$ cat src/rtl/dvi_pkg.sv
// Shared TMDS definitions: symbol/disparity widths, control tokens, pixel layout
// and the transition-minimisation helpers used by every channel encoder.
package dvi_pkg;

  localparam int unsigned SYM_W  = 10;
  localparam int unsigned CNT_W  = 5;
  localparam int unsigned DATA_W = 8;
  localparam int unsigned NCNT_W = 4;

  localparam logic [SYM_W-1:0] CTRL_TOK_00 = 10'b1101010100;
  localparam logic [SYM_W-1:0] CTRL_TOK_01 = 10'b0010101011;
  localparam logic [SYM_W-1:0] CTRL_TOK_10 = 10'b0101010100;
  localparam logic [SYM_W-1:0] CTRL_TOK_11 = 10'b1010101011;

  // Channel mapping: ch2 = red, ch1 = green, ch0 = blue (+ sync)
  typedef struct packed {
    logic [DATA_W-1:0] red;
    logic [DATA_W-1:0] green;
    logic [DATA_W-1:0] blue;
  } rgb_pix_t;

  function automatic logic [SYM_W-1:0] ctrl_token(input logic [1:0] c);
    logic [SYM_W-1:0] tok;
    case (c)
      2'b01:   tok = CTRL_TOK_01;
      2'b10:   tok = CTRL_TOK_10;
      2'b11:   tok = CTRL_TOK_11;
      default: tok = CTRL_TOK_00;
    endcase
    return tok;
  endfunction

  function automatic logic [NCNT_W-1:0] popcount8(input logic [DATA_W-1:0] d);
    logic [NCNT_W-1:0] n;
    n = '0;
    for (int i = 0; i < int'(DATA_W); i++) n = n + NCNT_W'(d[i]);
    return n;
  endfunction

  // Stage-1 transition minimisation; bit 8 set means XOR mode was used
  function automatic logic [DATA_W:0] tm_encode(input logic [DATA_W-1:0] d);
    logic [DATA_W:0]   q;
    logic [NCNT_W-1:0] n;
    logic              use_xnor;
    n        = popcount8(d);
    use_xnor = (n > 4'd4) || ((n == 4'd4) && !d[0]);
    q        = '0;
    q[0]     = d[0];
    for (int i = 1; i < int'(DATA_W); i++)
      q[i] = use_xnor ? ~(q[i-1] ^ d[i]) : (q[i-1] ^ d[i]);
    q[DATA_W] = ~use_xnor;
    return q;
  endfunction

endpackage

$ cat src/rtl/tmds_channel_encoder.sv
// One TMDS lane: registered transition minimisation followed by a registered
// DC-balancing stage that owns the lane's running disparity.
module tmds_channel_encoder
  import dvi_pkg::*;
(
  input  logic              clk,
  input  logic              rst_n,
  input  logic [DATA_W-1:0] i_data,
  input  logic              i_c0,
  input  logic              i_c1,
  input  logic              i_de,
  output logic [SYM_W-1:0]  o_sym
);

  logic [DATA_W:0]          w_qm;
  logic [DATA_W:0]          r_qm;
  logic [NCNT_W-1:0]        r_n1;
  logic                     r_de;
  logic [1:0]               r_ctrl;
  logic signed [CNT_W-1:0]  r_cnt;
  logic signed [CNT_W-1:0]  w_cnt_nxt;
  logic signed [CNT_W-1:0]  w_diff;
  logic signed [CNT_W-1:0]  w_two_q8;
  logic signed [CNT_W-1:0]  w_two_nq8;
  logic [SYM_W-1:0]         w_sym_nxt;
  logic [SYM_W-1:0]         r_sym;

  assign w_qm = tm_encode(i_data);

  always_ff @(posedge clk or negedge rst_n) begin
    if (!rst_n) begin
      r_qm   <= '0;
      r_n1   <= '0;
      r_de   <= 1'b0;
      r_ctrl <= 2'b00;
    end else begin
      r_qm   <= w_qm;
      r_n1   <= popcount8(w_qm[DATA_W-1:0]);
      r_de   <= i_de;
      r_ctrl <= {i_c1, i_c0};
    end
  end

  // N1 - N0 = 2*N1 - 8
  assign w_diff    = $signed({r_n1, 1'b0}) - 5'sd8;
  assign w_two_q8  = $signed({3'b000, r_qm[DATA_W], 1'b0});
  assign w_two_nq8 = $signed({3'b000, ~r_qm[DATA_W], 1'b0});

  always_comb begin
    w_sym_nxt = ctrl_token(r_ctrl);
    w_cnt_nxt = '0;
    if (r_de) begin
      if ((r_cnt == '0) || (r_n1 == 4'd4)) begin
        w_sym_nxt = {~r_qm[DATA_W], r_qm[DATA_W],
                     r_qm[DATA_W] ? r_qm[DATA_W-1:0] : ~r_qm[DATA_W-1:0]};
        w_cnt_nxt = r_qm[DATA_W] ? (r_cnt + w_diff) : (r_cnt - w_diff);
      end else if (r_cnt[CNT_W-1] == w_diff[CNT_W-1]) begin
        // Disparity and this word lean the same way: invert to pull back
        w_sym_nxt = {1'b1, r_qm[DATA_W], ~r_qm[DATA_W-1:0]};
        w_cnt_nxt = r_cnt + w_two_q8 - w_diff;
      end else begin
        w_sym_nxt = {1'b0, r_qm[DATA_W], r_qm[DATA_W-1:0]};
        w_cnt_nxt = r_cnt - w_two_nq8 + w_diff;
      end
    end
  end

  always_ff @(posedge clk or negedge rst_n) begin
    if (!rst_n) begin
      r_cnt <= '0;
      r_sym <= CTRL_TOK_00;
    end else begin
      r_cnt <= w_cnt_nxt;
      r_sym <= w_sym_nxt;
    end
  end

  assign o_sym = r_sym;

endmodule

$ cat src/rtl/dvi_tmds_encoder.sv
// Three-lane DVI TMDS encoder: splits the pixel into colour lanes and carries
// hsync/vsync as C0/C1 on the blue lane; fixed two-cycle latency.
module dvi_tmds_encoder
  import dvi_pkg::*;
(
  input  logic             clk,
  input  logic             rst_n,
  input  logic [23:0]      rgb,
  input  logic             hsync,
  input  logic             vsync,
  input  logic             vde,
  output logic [SYM_W-1:0] tmds_ch0,
  output logic [SYM_W-1:0] tmds_ch1,
  output logic [SYM_W-1:0] tmds_ch2
);

  rgb_pix_t w_pix;

  assign w_pix = rgb;

  tmds_channel_encoder u_ch0 (
    .clk    (clk),
    .rst_n  (rst_n),
    .i_data (w_pix.blue),
    .i_c0   (hsync),
    .i_c1   (vsync),
    .i_de   (vde),
    .o_sym  (tmds_ch0)
  );

  tmds_channel_encoder u_ch1 (
    .clk    (clk),
    .rst_n  (rst_n),
    .i_data (w_pix.green),
    .i_c0   (1'b0),
    .i_c1   (1'b0),
    .i_de   (vde),
    .o_sym  (tmds_ch1)
  );

  tmds_channel_encoder u_ch2 (
    .clk    (clk),
    .rst_n  (rst_n),
    .i_data (w_pix.red),
    .i_c0   (1'b0),
    .i_c1   (1'b0),
    .i_de   (vde),
    .o_sym  (tmds_ch2)
  );

endmodule

$ cat config.mk
export PLATFORM = sky130hd
export DESIGN_NAME = dvi_tmds_encoder
export DESIGN_NICKNAME = d
export VERILOG_FILES = /design/src/rtl/dvi_pkg.sv /design/src/rtl/tmds_channel_encoder.sv /design/src/rtl/dvi_tmds_encoder.sv
export SDC_FILE = /design/constraint.sdc
export NUM_CORES = 1
export LEC_CHECK = 0
export BUFFER_PORTS_ARGS = -buffer_cell sky130_fd_sc_hd__buf_2
export CORE_MARGIN = 8
export CORE_UTILIZATION = 60
export CTS_CLUSTER_DIAMETER = 150
export DETAILED_ROUTE_END_ITERATION = 10
export PLACE_DENSITY = 0.81
export SLEW_MARGIN = 25
export SYNTH_ARGS = -nofsm -noshare
export SYNTH_HDL_FRONTEND = slang
export SYNTH_SLANG_ARGS = --single-unit
$ cat constraint.sdc
create_clock -name clk -period 3.9 [get_ports clk]
set_clock_uncertainty 0.1 [all_clocks]
set_input_delay 0.195 -clock clk [delete_from_list [all_inputs] [get_ports clk]]
set_output_delay 0.195 -clock clk [all_outputs]
set_load 0.02 [all_outputs]
==> results by stage <==
Setup path:
- The reg-to-reg critical path startpoint is u_ch0.r_cnt[2].
- Counting cells, the worst reg-to-reg path comes to 9.
- The class of the most critical setup path is input port to flip-flop.
- The critical path arrival is 5.47 ns.
- The launching element type of the critical path is an input port.
- The endpoint identified for the worst register-to-register timing path is u_ch0.r_cnt[4].
- STA classifies the critical path endpoint as a flip-flop.
- Data on the critical path is required at its endpoint by between 4 and 5 ns.
- Setup slack on the worst reg-to-reg path comes out at 1.31 ns.
- The largest fanout on the critical path is 2.

STA:
- The total negative setup slack is -13.82 ns.
- The number of hold-slack violations in the final timing report was 0.
- Setup violations remaining at the end of the flow were counted as 12.
- The number of slew-limit violations in the final report was 0.
- The setup slack after layout is -1.42 ns.
- The max-slew headroom at the worst pin is 0.512.
- Setup repair after global routing could not meet its margin everywhere.
- Across all hold checks on the routed design, the worst slack comes to 0.114 ns.
- The share of the clock period used by the worst path after layout is 1.36.
- Timing would allow up to 188 MHz.
- The actual transition at the worst max-transition pin is 0.731 ns.
- The minimum clock period is 5.32 ns.

CTS:
- The clock tree synthesis step divided the H-tree into 3 levels.
- Clock tree synthesis found a total of 84 sinks.
- After clock tree synthesis, the clock-pin slew on the worst setup and hold paths is 0.10 ns.
- The clock reaches the later pin of the worst-skew pair after 0.36 ns.
- The maximum clock path buffer count is 2.
- The clock root buffer is clkbuf_8.
- The clock tree from TritonCTS is built.
- The number of buffers added by the clock tree synthesis step is 9.

Placed design:
- The setup slack after placement is -1.62 ns.
- The congestion estimate from routability-driven global placement came to 0.865.
- The number of buffers inserted by port buffering is 58.
- The detailed-placement wirelength estimate is roughly 8900 um.
- After detailed placement, the total cell area comes to approximately 6800 sq um.

Yosys:
- After synthesis, the largest family of logic cells by area is adder cells.
- The portion of synthesized area spent on multiplexers is 0.0325.
- Of the total synthesized cell area, the portion taken by XOR and XNOR cells is 0.144.
- The synthesized-area fraction occupied by ao, oa, aoi and oai cells is 0.0679.
- The sequential fraction of the synthesis area is 0.360.
- During synthesis, Yosys emitted a total of 0 warnings.
- The post-synthesis area per instance is 11.6 sq um.
- The flop and latch count out of synthesis is 84.
- The number of distinct library cells after synthesis is 35.
- The netlist area before placement is a little under 6000 sq um.
- Synthesis produced a netlist whose cell count is 508.
- Of the total synthesized cell area, the portion taken by AND, OR, NAND and NOR gates is 0.0600.
- The number of nets produced by synthesis is 643.
- Of the total synthesized cell area, the portion taken by full adders, half adders and majority gates is 0.275.

Cells and area:
- Leaving out fill and tap cells, the most frequent cell in the layout is buf_4.
- Compared with the post-synthesis result, the final layout area differs by 27.9%.
- The final-stage net count is about 800.
- In the final layout, the share of cells above drive strength 1 is 0.355.
- The number of inserted diodes is 0.
- In the layout the commonest cells are buf_4 (88), inv_1 (79), dfrtp_1 (69), ha_1 (63), buf_2 (51).
- Once layout is done, the placed cells without fillers occupy around 7500 sq um.

Floorplan:
- The die extent in y is 115 um.
- The floorplan core area is 9640 sq um.
- The initialized floorplan defines 36 standard-cell rows.
- The overall die area is approximately 13000 sq um.
- The horizontal die dimension is around 120 um.
- The initial standard-cell utilization of the core is 0.612.
- The total I/O pin count is 59.

Min path:
- The end point of the worst hold path is u_ch0.r_qm[6].
- The worst min-delay path startpoint is rgb[6].
- The tightest min-delay check is of the input port to flip-flop type.
- The worst hold path passes through 3 cells.

Routing:
- The number of remaining DRC errors is 0.
- The met3 wire length is 624 um.
- For this block, the initial DRC count from the detailed router was 211.
- The number of antenna-violating nets in the routed design is 0.
- Wires add up to 15200 um.
- The wire length on met2 is about 8500 um.
- Summing over every cut layer, the via total after detailed routing is approximately 4200.
- The met1 routed wirelength after detailed routing is 5560 um.
- The detail-routed via count per cell is 5.26.
- The detailed router used layers up to and including met4.
- The count of TritonRoute iterations in the first routing pass is 4.
- After detailed routing, the average wire length per cell comes to 18.8 um.

Flow run:
- The count of maximum capacitance violations is 0.

Run status:
- The checks that failed: setup timing.
- The flow ran to the end, but the final reports show violations.

Global route:
- The number of global-route vias before repair is 4781.
- For this run, the total global-route usage over all layers was measured as 0.225.
- The first global-routing pass estimated between 20000 and 25000 um of wire.
- Entering global routing, the biggest net connects 85 pins.
- The number of antenna violations at the first check in global routing is 0.
- For this run the aggregate overflow at the end of global routing stands at 0.
critical path: stages:
cell and delay [ns]:
buf_8 0.10, ha_4 0.27, inv_2 0.04, fa_1 0.46, fa_1 0.53, inv_2 0.05
fa_2 0.36, fa_1 0.47, nor3b_2 0.25, o21ai_1 0.13, nand2_1 0.13, o21ai_4 0.09
xnor2_2 0.19, ha_1 0.27, inv_2 0.07, fa_1 0.42, fa_1 0.52, inv_2 0.04
fa_2 0.36, fa_2 0.35, xor2_1 0.18
registers in the layout (all words and copies together) (netlist names):
name	cells
u_ch0.o_sym	10
u_ch0.r_cnt	4
u_ch0.r_ctrl	2
u_ch0.r_n1	4
u_ch0.r_qm	9
u_ch1.o_sym	10
u_ch1.r_cnt	4
u_ch1.r_n1	4
u_ch1.r_qm	9
u_ch2.o_sym	10
u_ch2.r_cnt	4
u_ch2.r_de	1
u_ch2.r_n1	4
u_ch2.r_qm	9
cell families (layout without fill, tap and decap cells):
| group | Yosys count | in the layout |
|---|---|---|
| fa+ha+maj | 106 | 106 |
| flops | 84 | 84 |
| buf+inv | 97 | 263 |
| mux | 15 | 15 |
| compound gates | 58 | 58 |
| simple gates | 64 | 64 |
| xor+xnor | 84 | 84 |
how the worst max path moves through the flow:
stage | endpoint | from | depth (start not counted) | slack [ns]
floorplan | u_ch0.r_n1[2] | rgb[1] | 19 | -1.37
detailed placement | u_ch1.r_n1[2] | rgb[8] | 21 | -1.62
CTS | u_ch1.r_n1[2] | rgb[8] | 21 | -1.19
finish | u_ch1.r_n1[2] | rgb[8] | 21 | -1.42
global route | u_ch1.r_n1[2] | rgb[9] | 21 | -1.52
global placement | u_ch1.r_n1[2] | rgb[8] | 21 | -1.43
through the flow:
stage / utilization / cells
detailed placement: 0.704 / 737
global route: 0.782 / 807
global placement: 0.704 / 737
floorplan: - / 508
finish: 0.782 / 807
CTS: 0.771 / 800
cell usage after synthesis:
cell type / count / area share
and4b_1: 3 / 0.0051
a31oi_1: 6 / 0.0064
inv_2: 2 / 0.0013
xor2_2: 1 / 0.0028
nor4_1: 3 / 0.0032
dfrtp_1: 69 / 0.29
a211oi_1: 1 / 0.0013
dfstp_2: 15 / 0.067
xnor2_1: 50 / 0.074
o21ai_1: 5 / 0.0042
nand2b_1: 4 / 0.0042
xor2_1: 22 / 0.033
nand2_1: 13 / 0.0083
a311o_1: 3 / 0.0051
xnor2_4: 2 / 0.0093
inv_1: 89 / 0.057
nor2b_1: 3 / 0.0032
nor3b_1: 4 / 0.0051
nor4_4: 3 / 0.011
xnor2_2: 9 / 0.025
mux2i_4: 3 / 0.011
nor2_1: 29 / 0.018
nor3_1: 2 / 0.0017
o211ai_1: 2 / 0.0025
mux2i_1: 9 / 0.015
ha_1: 67 / 0.14
a21oi_1: 17 / 0.014
a21oi_4: 3 / 0.0083
a21o_1: 17 / 0.022
o21ai_0: 3 / 0.0025
mux2_1: 3 / 0.0057
a21oi_2: 1 / 0.0015
clkbuf_1: 5 / 0.0032
fa_1: 39 / 0.13
clkinv_1: 1 / 0.00064
per-layer routing:
| layer | vias up | track usage |
|---|---|---|
| li1 | 1922 | - |
| met1 | 2146 | 0.242 |
| met2 | 129 | 0.429 |
| met3 | 44 | 0.0362 |
| met4 | 0 | 0.0893 |
| met5 | - | 0 |
cell type report:
type	count	area [sq um]
Clock buffer	11	131
Clock inverter	5	77.6
Fill cell	562	2100
Inverter	92	348
Multi-Input combinational cell	327	3600
Sequential cell	84	2120
Tap cell	133	166
Timing Repair Buffer	155	1090
what timing repair did:
action	4_1_cts	5_1_grt
setup buffers	40	9
gates cloned	0	0
hold buffers	7	0
gates resized for setup	18	13
endpoints found under the setup margin	12	12
pin swaps	5	4
endpoints found under the hold margin	75	0
Power is left out: the tool's default activity adds up to more than one toggle a clock period on the data nets, which glitch-free logic cannot reach.
